==> src/rtl/gb_io_pkg.sv <==
// Shared definitions for the GB I/O pad arbiter: FSM state encoding and
// the default pad read latency.
package gb_io_pkg;

    typedef enum logic [2:0] {
        IDLE,
        DRIVE,
        TURN,
        WAIT_RD,
        DONE
    } state_t;

    localparam int RD_LAT_DEFAULT = 2;

endpackage

==> src/rtl/gb_io_arbiter_rr.sv <==
// Round-robin selector: picks the lowest requesting index at or after ptr,
// wrapping modulo N_REQ. Purely combinational.
module rr_arbiter #(
    parameter int N_REQ = 4,
    parameter int IW    = 2
) (
    input  logic [N_REQ-1:0] req,
    input  logic [IW-1:0]    ptr,
    output logic [N_REQ-1:0] grant,
    output logic [IW-1:0]    idx,
    output logic             valid
);

    localparam int CW = IW + 1;

    logic [CW-1:0] cand [N_REQ];

    // cand[k] is the requester examined k places after ptr, already wrapped
    generate
        for (genvar gi = 0; gi < N_REQ; gi++) begin : g_cand
            logic [CW-1:0] sum;
            assign sum       = {1'b0, ptr} + CW'(gi);
            assign cand[gi]  = (sum >= CW'(N_REQ)) ? (sum - CW'(N_REQ)) : sum;
        end
    endgenerate

    always_comb begin
        grant = '0;
        idx   = '0;
        valid = 1'b0;
        for (int k = 0; k < N_REQ; k++) begin
            if (!valid && req[cand[k][IW-1:0]]) begin
                valid                    = 1'b1;
                idx                      = cand[k][IW-1:0];
                grant[cand[k][IW-1:0]]   = 1'b1;
            end
        end
    end

endmodule

==> src/rtl/gb_io_arbiter.sv <==
// Arbitrates N_REQ requesters onto one DDR-style I/O pad pair: writes drive
// one cycle then turn around, reads clock the pad and capture din after RD_LAT.
module gb_io_arbiter
    import gb_io_pkg::*;
#(
    parameter int N_REQ  = 4,
    parameter int RD_LAT = RD_LAT_DEFAULT
) (
    input  logic                  clk,
    input  logic                  rst,
    input  logic [N_REQ-1:0]      req,
    input  logic [N_REQ-1:0]      we,
    input  logic [16*N_REQ-1:0]   wdata,
    output logic [N_REQ-1:0]      gnt,
    output logic [N_REQ-1:0]      done,
    output logic [15:0]           rdata,
    output logic                  oen,
    output logic [7:0]            dout_0,
    output logic [7:0]            dout_1,
    output logic                  clk_en,
    output logic                  latch_in,
    input  logic [7:0]            din_0,
    input  logic [7:0]            din_1,
    output logic                  busy
);

    localparam int            IW       = (N_REQ > 1) ? $clog2(N_REQ) : 1;
    localparam logic [IW-1:0] LAST_IDX = IW'(N_REQ - 1);
    localparam logic [3:0]    LAST_CNT = 4'(RD_LAT);

    state_t             state_reg;
    logic [IW-1:0]      rr_ptr_reg;
    logic [IW-1:0]      idx_reg;
    logic [3:0]         cnt_reg;
    logic [3:0]         cnt_next;
    logic [N_REQ-1:0]   done_reg;
    logic [15:0]        rdata_reg;
    logic               oen_reg;
    logic               clk_en_reg;
    logic               latch_in_reg;
    logic               busy_reg;
    logic [7:0]         dout_0_reg;
    logic [7:0]         dout_1_reg;

    logic [N_REQ-1:0]   arb_grant;
    logic [IW-1:0]      arb_idx;
    logic               arb_valid;
    logic               grant_go;
    logic [15:0]        wdata_arr [N_REQ];
    logic [15:0]        win_wdata;
    logic [N_REQ-1:0]   idx_onehot;

    generate
        for (genvar gi = 0; gi < N_REQ; gi++) begin : g_wdata
            assign wdata_arr[gi] = wdata[gi*16 +: 16];
        end
    endgenerate

    rr_arbiter #(
        .N_REQ (N_REQ),
        .IW    (IW)
    ) u_rr (
        .req   (req),
        .ptr   (rr_ptr_reg),
        .grant (arb_grant),
        .idx   (arb_idx),
        .valid (arb_valid)
    );

    // The grant is decided and shown in the IDLE cycle itself so the pad
    // phase starts on the very next cycle.
    assign grant_go   = (state_reg == IDLE) && arb_valid && !rst;
    assign gnt        = grant_go ? arb_grant : '0;
    assign win_wdata  = wdata_arr[arb_idx];
    assign cnt_next   = cnt_reg + 4'd1;
    assign idx_onehot = {{(N_REQ-1){1'b0}}, 1'b1} << idx_reg;

    always_ff @(posedge clk) begin
        if (rst) begin
            state_reg    <= IDLE;
            rr_ptr_reg   <= '0;
            idx_reg      <= '0;
            cnt_reg      <= '0;
            done_reg     <= '0;
            rdata_reg    <= '0;
            oen_reg      <= 1'b0;
            clk_en_reg   <= 1'b0;
            latch_in_reg <= 1'b1;
            busy_reg     <= 1'b0;
            dout_0_reg   <= '0;
            dout_1_reg   <= '0;
        end else begin
            done_reg <= '0;
            unique case (state_reg)
                IDLE: begin
                    if (grant_go) begin
                        idx_reg      <= arb_idx;
                        rr_ptr_reg   <= (arb_idx == LAST_IDX) ? '0 : arb_idx + 1'b1;
                        latch_in_reg <= 1'b0;
                        busy_reg     <= 1'b1;
                        clk_en_reg   <= 1'b1;
                        if (we[arb_idx]) begin
                            state_reg  <= DRIVE;
                            oen_reg    <= 1'b1;
                            dout_0_reg <= win_wdata[7:0];
                            dout_1_reg <= win_wdata[15:8];
                        end else begin
                            state_reg <= WAIT_RD;
                            cnt_reg   <= '0;
                        end
                    end
                end
                DRIVE: begin
                    state_reg  <= TURN;
                    oen_reg    <= 1'b0;
                    clk_en_reg <= 1'b0;
                end
                TURN: begin
                    state_reg    <= DONE;
                    done_reg     <= idx_onehot;
                    latch_in_reg <= 1'b1;
                end
                WAIT_RD: begin
                    // Clock enable covers RD_LAT cycles; the extra cycle
                    // after it is where din is valid and gets captured.
                    if (cnt_reg == LAST_CNT) begin
                        state_reg    <= DONE;
                        rdata_reg    <= {din_1, din_0};
                        done_reg     <= idx_onehot;
                        latch_in_reg <= 1'b1;
                    end else begin
                        cnt_reg    <= cnt_next;
                        clk_en_reg <= (cnt_next < LAST_CNT);
                    end
                end
                DONE: begin
                    state_reg <= IDLE;
                    busy_reg  <= 1'b0;
                end
                default: state_reg <= IDLE;
            endcase
        end
    end

    assign done     = done_reg;
    assign rdata    = rdata_reg;
    assign oen      = oen_reg;
    assign clk_en   = clk_en_reg;
    assign latch_in = latch_in_reg;
    assign busy     = busy_reg;
    assign dout_0   = dout_0_reg;
    assign dout_1   = dout_1_reg;

endmodule

==> config.mk <==
export PLATFORM = sky130hd
export DESIGN_NAME = gb_io_arbiter
export DESIGN_NICKNAME = d
export VERILOG_FILES = /design/src/rtl/gb_io_pkg.sv /design/src/rtl/gb_io_arbiter_rr.sv /design/src/rtl/gb_io_arbiter.sv
export SDC_FILE = /design/constraint.sdc
export NUM_CORES = 1
export LEC_CHECK = 0
export CAP_MARGIN = 25
export CORE_ASPECT_RATIO = 0.9
export CORE_UTILIZATION = 46
export CTS_CLUSTER_SIZE = 28
export DETAILED_ROUTE_END_ITERATION = 10
export PLACE_DENSITY = 0.95
export SLEW_MARGIN = 20
export SYNTH_ARGS = -nofsm -noshare
export SYNTH_HDL_FRONTEND = slang
export SYNTH_SLANG_ARGS = --single-unit
export TNS_END_PERCENT = 30
==> constraint.sdc <==
create_clock -name clk -period 9.9 [get_ports clk]
set_clock_uncertainty 0.15 [all_clocks]
set_input_delay 2.97 -clock clk [delete_from_list [all_inputs] [get_ports clk]]
set_output_delay 2.97 -clock clk [all_outputs]
set_load 0.02 [all_outputs]
======== After elaboration in Yosys (flattened, before gate mapping) ========
Cells that the tools add are included.
storage, ports and cells
  register bits ........................... 51
  input bits .............................. 90
  output and inout port bits .............. 44
  logic and storage cells ................. 139
operators by class
  add/subtract/negate cells ............... 9
  $lt $le $gt $ge ......................... 15
  equal/unequal tests ..................... 11
  shift-type cells ........................ 1
  multiplexer cells ....................... 59
  bitwise operators ....................... 4
  reduce and logical (&&, ||, !) cells .... 28
operator list
  kind                                                                          number
  4-bit two-way mux                                                             9
  16-bit binary-select mux with 2-bit select                                    1
  16-bit two-way mux                                                            2
  2-bit two-way mux                                                             10
  1-bit two-way mux                                                             19
  4-bit case mux with 2 select lines                                            2
  2-bit by 3-bit less-than comparator with 1-bit output, second input constant  5
  3-bit >= comparator, second input constant                                    4
  4-bit bitwise OR                                                              3
  3-bit case mux with 4 select lines                                            1
  3-bit AND reduction                                                           4
  1-bit binary-select mux with 2-bit select                                     5
  1-bit logical AND                                                             9
  1-bit demux with 2-bit select                                                 4
  2-bit by 1-bit >= comparator with 1-bit output, second input constant         4
  2-bit != test, second input constant                                          4
  2-bit AND reduction                                                           4
  2-bit by 1-bit subtractor with 2-bit output, second input constant            4
  2-bit by 2-bit adder with 3-bit output, second input constant                 2
  3-bit by 2-bit == test with 1-bit output, second input constant               2
  3-bit two-way mux                                                             2
  1-bit case mux with 3 select lines                                            2
  2-bit nonzero test                                                            3
  3-bit nonzero test                                                            2
  other kinds (16)                                                              20

======== Depth between registers and ports, before layout ========
  word-level depth ........................ 19
  gate-level depth with buffers ........... 14
  mapped depth without buffers ............ 9

======== Hierarchy ========
From an unflattened synthesis, not the netlist that was laid out.
second synthesis, totals
  cell total of the unflattened synthesis .. 300
  area, all modules ....................... 2783.9 um^2
by module, submodules not included
  module         times used  cells each  area each (um^2)  seq. area each (um^2)
  gb_io_arbiter  1           255         2362.3            1021.0
  rr_arbiter     1           45          421.7             0.0

======== Worst setup path before layout ========
No wires, ideal clock.
  path kind ............................... input to output
  from .................................... input req[3]
  to ...................................... output gnt[0]
  arrival ................................. 4.284 ns
  path slack .............................. 2.496 ns
  stages on the path ...................... 6
  buffers on the path ..................... 2
  cell sequence ........................... clkbuf_1 -> mux2i_1 -> a22oi_1 -> clkbuf_1 -> a221oi_1 -> nor2_1
between the ends
  cells in the longest elaborated chain, start to end .. 15
  elaborated cells on any way between the ends .. 28
RTL lines
  what                                       RTL line                RTL
  start, declared                            gb_io_arbiter.sv:11     input logic [N_REQ-1:0] req,
  1-bit binary-select mux with 2-bit select  gb_io_arbiter_rr.sv:32  if (!valid && req[cand[k][IW-1:0]]) begin
  1-bit two-way mux (not written as such)    gb_io_arbiter_rr.sv:32
  1-bit two-way mux                          gb_io_arbiter_rr.sv:32
  1-bit logical NOT                          gb_io_arbiter_rr.sv:32
  1-bit logical AND                          gb_io_arbiter_rr.sv:32
  1-bit two-way mux                          gb_io_arbiter_rr.sv:32
  1-bit logical NOT                          gb_io_arbiter_rr.sv:32
  1-bit logical AND                          gb_io_arbiter_rr.sv:32
  1-bit two-way mux                          gb_io_arbiter_rr.sv:32
  1-bit logical NOT                          gb_io_arbiter_rr.sv:32
  1-bit logical AND                          gb_io_arbiter_rr.sv:32
  1-bit two-way mux                          gb_io_arbiter_rr.sv:32
  1-bit logical AND (2 in series)            gb_io_arbiter.sv:72     assign grant_go = (state_reg == IDLE) && arb_valid && !rst;
  4-bit two-way mux *                        gb_io_arbiter.sv:73     assign gnt = grant_go ? arb_grant : '0;
  end, declared                              gb_io_arbiter.sv:14     output logic [N_REQ-1:0] gnt,
Every way passes the cells marked *; elsewhere a longest branch is shown, timed or not. The select of a mux whose other input is x is not followed.

======== Final worst setup path ========
Same ends and word-level chain as after synthesis.

==> flow_summary.ini <==
[place]
dp_hpwl_mm = 6.46
gp_congestion = 0.832
dp_cells = 557
portBuffers = 133
place_area_sq_mm = 0.00443
post-place-ws_ns = 1.29

[worst_setup_path]
end_kind = output pin
crit_arrival_ns = 5.52
crit_chain = clkdlybuf4s50_1 -> mux2i_1 -> a22oi_1 -> nor2_1 -> a221oi_1 -> nor2_1 -> clkdlybuf4s50_1
cp-start-kind = input port
required_ns = 6.78
slowest_delay_ns = 0.73
worst-path-max-fanout = 12
crit_family = buffers and inverters
crit_type = input port to output pin
crit_slowest_cell = clkdlybuf4s50_1
cp_num_buf_inv = 2

[grt]
grt_antenna_before_repair = 0
grt_first_pass_wirelength_mm = 13.2
grt-ovfl-total = 0
grt_use_total = 0.237
grt_pass1_vias = 2898
grt_max_degree = 37

[die]
die_x_microns = 89.0
start_util = 0.476
core-area_sq_mm = 0.00659
io_pins = 134
fp.dieH_microns = 80.3
rows = 28
dieArea_sq_mm = 0.00715

[layout]
syn2layout_area_growth_pct = 44.4
drive_above_1_share = 0.0779
multiInputGateArea_sq_mm = 0.00190
nFillCells = 526
finalNonFillerCells = 565
finalNetCount = 573
seqCellArea_sq_mm = 0.00102
diodes = 0
final_design_area_no_fill_sq_mm = 0.00453
largest_reg_flops = 16

[routing]
via_per_inst = 5.40
ant_nets = 0
avgRoutedWirePerCell_microns = 14.9
drc = 0
dr.pass1.iters = 5
drtIter0Drc = 201
vias = 3049
routed_wl_mm = 8.44

[sta]
post-route-period-util = 0.872
hold_viol = 0
finalSetupTns_ns = 0
setup_slack_ns = 1.26
fmax_ghz = 0.116
setup_viol = 0
fin_crit_ns = 8.64
slew_violations = 0
rsz0062_at_grt = false
slew_headroom = 0.378
worstMarginPinSlew_ns = 0.933

[min_path]
hold_path_class = flop to flop

[clock_network]
clk_latency_ns = 0.30
numCtsBuffers = 5
cts_tree = yes
clock_sinks = 51
clk_pin_slew_worst_paths_ns = 0.10
h-tree-depth = 2
cts_resized = 0
post-cts-setup-buffers = 0
cts_root_buf = clkbuf_8
cts_hold_buf = 0
clk_path_buf_depth = 2

[logic_synthesis]
synthFlopType = dfxtp_1
yosys_warnings = 0
synth-edff-count = 0
seq_area_frac_synth = 0.326
syn_inst = 358
postSynthAreaPerCell_sq_um = 8.75
synthArstFlopShare = 0
synth_cell_types = 47
synthesis.area_sq_mm = 0.00313
ys_ff_latch = 51
synth_nets = 457

[status]
status = finished clean

[power]
irDropWorstVdd_v = 0.000151
power_mw = 1.17
p_per_area_mw_per_mm2 = 259
p_leak_nw = 1.78

[run]
maxCapViolCount = 0
worst register-to-register path: stages, from the launching register on:
cell and delay, ns:
dfxtp_1 0.85, inv_1 0.31, ha_1 0.58, mux4_2 0.65
inv_1 0.08, a211oi_1 0.11, or2_1 0.63, o211ai_4 0.35
nand3b_2 0.51, a211oi_1 0.40
cells in the final DEF (no fill, tap or decap), drive strengths merged, types with 6 or more instances in the layout:
master         netlist  final
nand2b               6      6
o21ai                6      6
ha                   9      9
mux2                17     17
nor2                24     24
inv                 12     13
dfxtp               51     51
clkdlybuf4s50        0    133
nand2               63     63
a21oi               30     30
mux2i               49     49
kinds of logic (layout without fill, tap and decap cells):
family,Yosys count,in the layout,synth area share
XOR/XNOR,2,2,0.00559
AND/OR/NAND/NOR,122,122,0.180
AO/OA/AOI/OAI,67,67,0.144
adder cells (fa/ha/maj),9,9,0.0359
flip-flops,51,51,0.326
multiplexers,69,69,0.240
buffers and inverters,38,155,0.0683
synth_stat cells (3+ instances only):
library cell,instances,area share
a211oi_1,4,0.0096
a21oi_1,30,0.048
a221oi_1,4,0.011
a22oi_1,5,0.012
a32oi_1,3,0.0084
and2_1,3,0.0060
buf_4,6,0.014
buf_6,4,0.014
clkbuf_1,13,0.016
dfxtp_1,51,0.33
ha_1,9,0.036
inv_1,12,0.014
mux2_2,17,0.061
mux2i_1,49,0.16
nand2_1,63,0.075
nand2b_1,6,0.012
nand3_1,3,0.0048
nor2_1,24,0.029
nor2b_1,3,0.0060
nor3_1,4,0.0064
nor3b_1,4,0.0096
o21a_1,3,0.0072
o21ai_0,6,0.0096
report_power, final:
part           internal (mW)  switching [mW]
Sequential             0.258          0.0473
Clock                 0.0525          0.0728
Combinational          0.368           0.373
routing by layer:
layer,vias to the layer above,global-route usage,part of all wire
li1,1488,-,-
met1,1423,0.261,0.39
met2,134,0.464,0.54
met3,4,0.0586,0.068
met4,0,0.0302,0.0050
met5,-,0,0
worst paths after layout:
path / from / endpoint / slack [ns] / cells after the start
min: rdata[4] / rdata[4] / 0.31 / 2
max: req[3] / gnt[0] / 1.26 / 7
max reg2reg: rr_ptr_reg[0] / oen / 5.19 / 9
min reg2reg: rdata[4] / rdata[4] / 0.31 / 2
per-stage QoR:
stage,hold WS [ns],util
finish,0.313,0.687
floorplan,0.280,-
CTS,0.314,0.687
detailed placement,0.298,0.672
global placement,0.294,0.672
global route,0.329,0.687
final cells by class:
cell class / instances / area share
clock buffers: 5 / 0.0152
clock inverters: 3 / 0.00636
inverters: 12 / 0.00995
multi-input cells: 269 / 0.421
flip-flops and latches: 51 / 0.226
well taps: 90 / 0.0249
repair buffers: 135 / 0.297
Power figures use the tool's default switching activity.
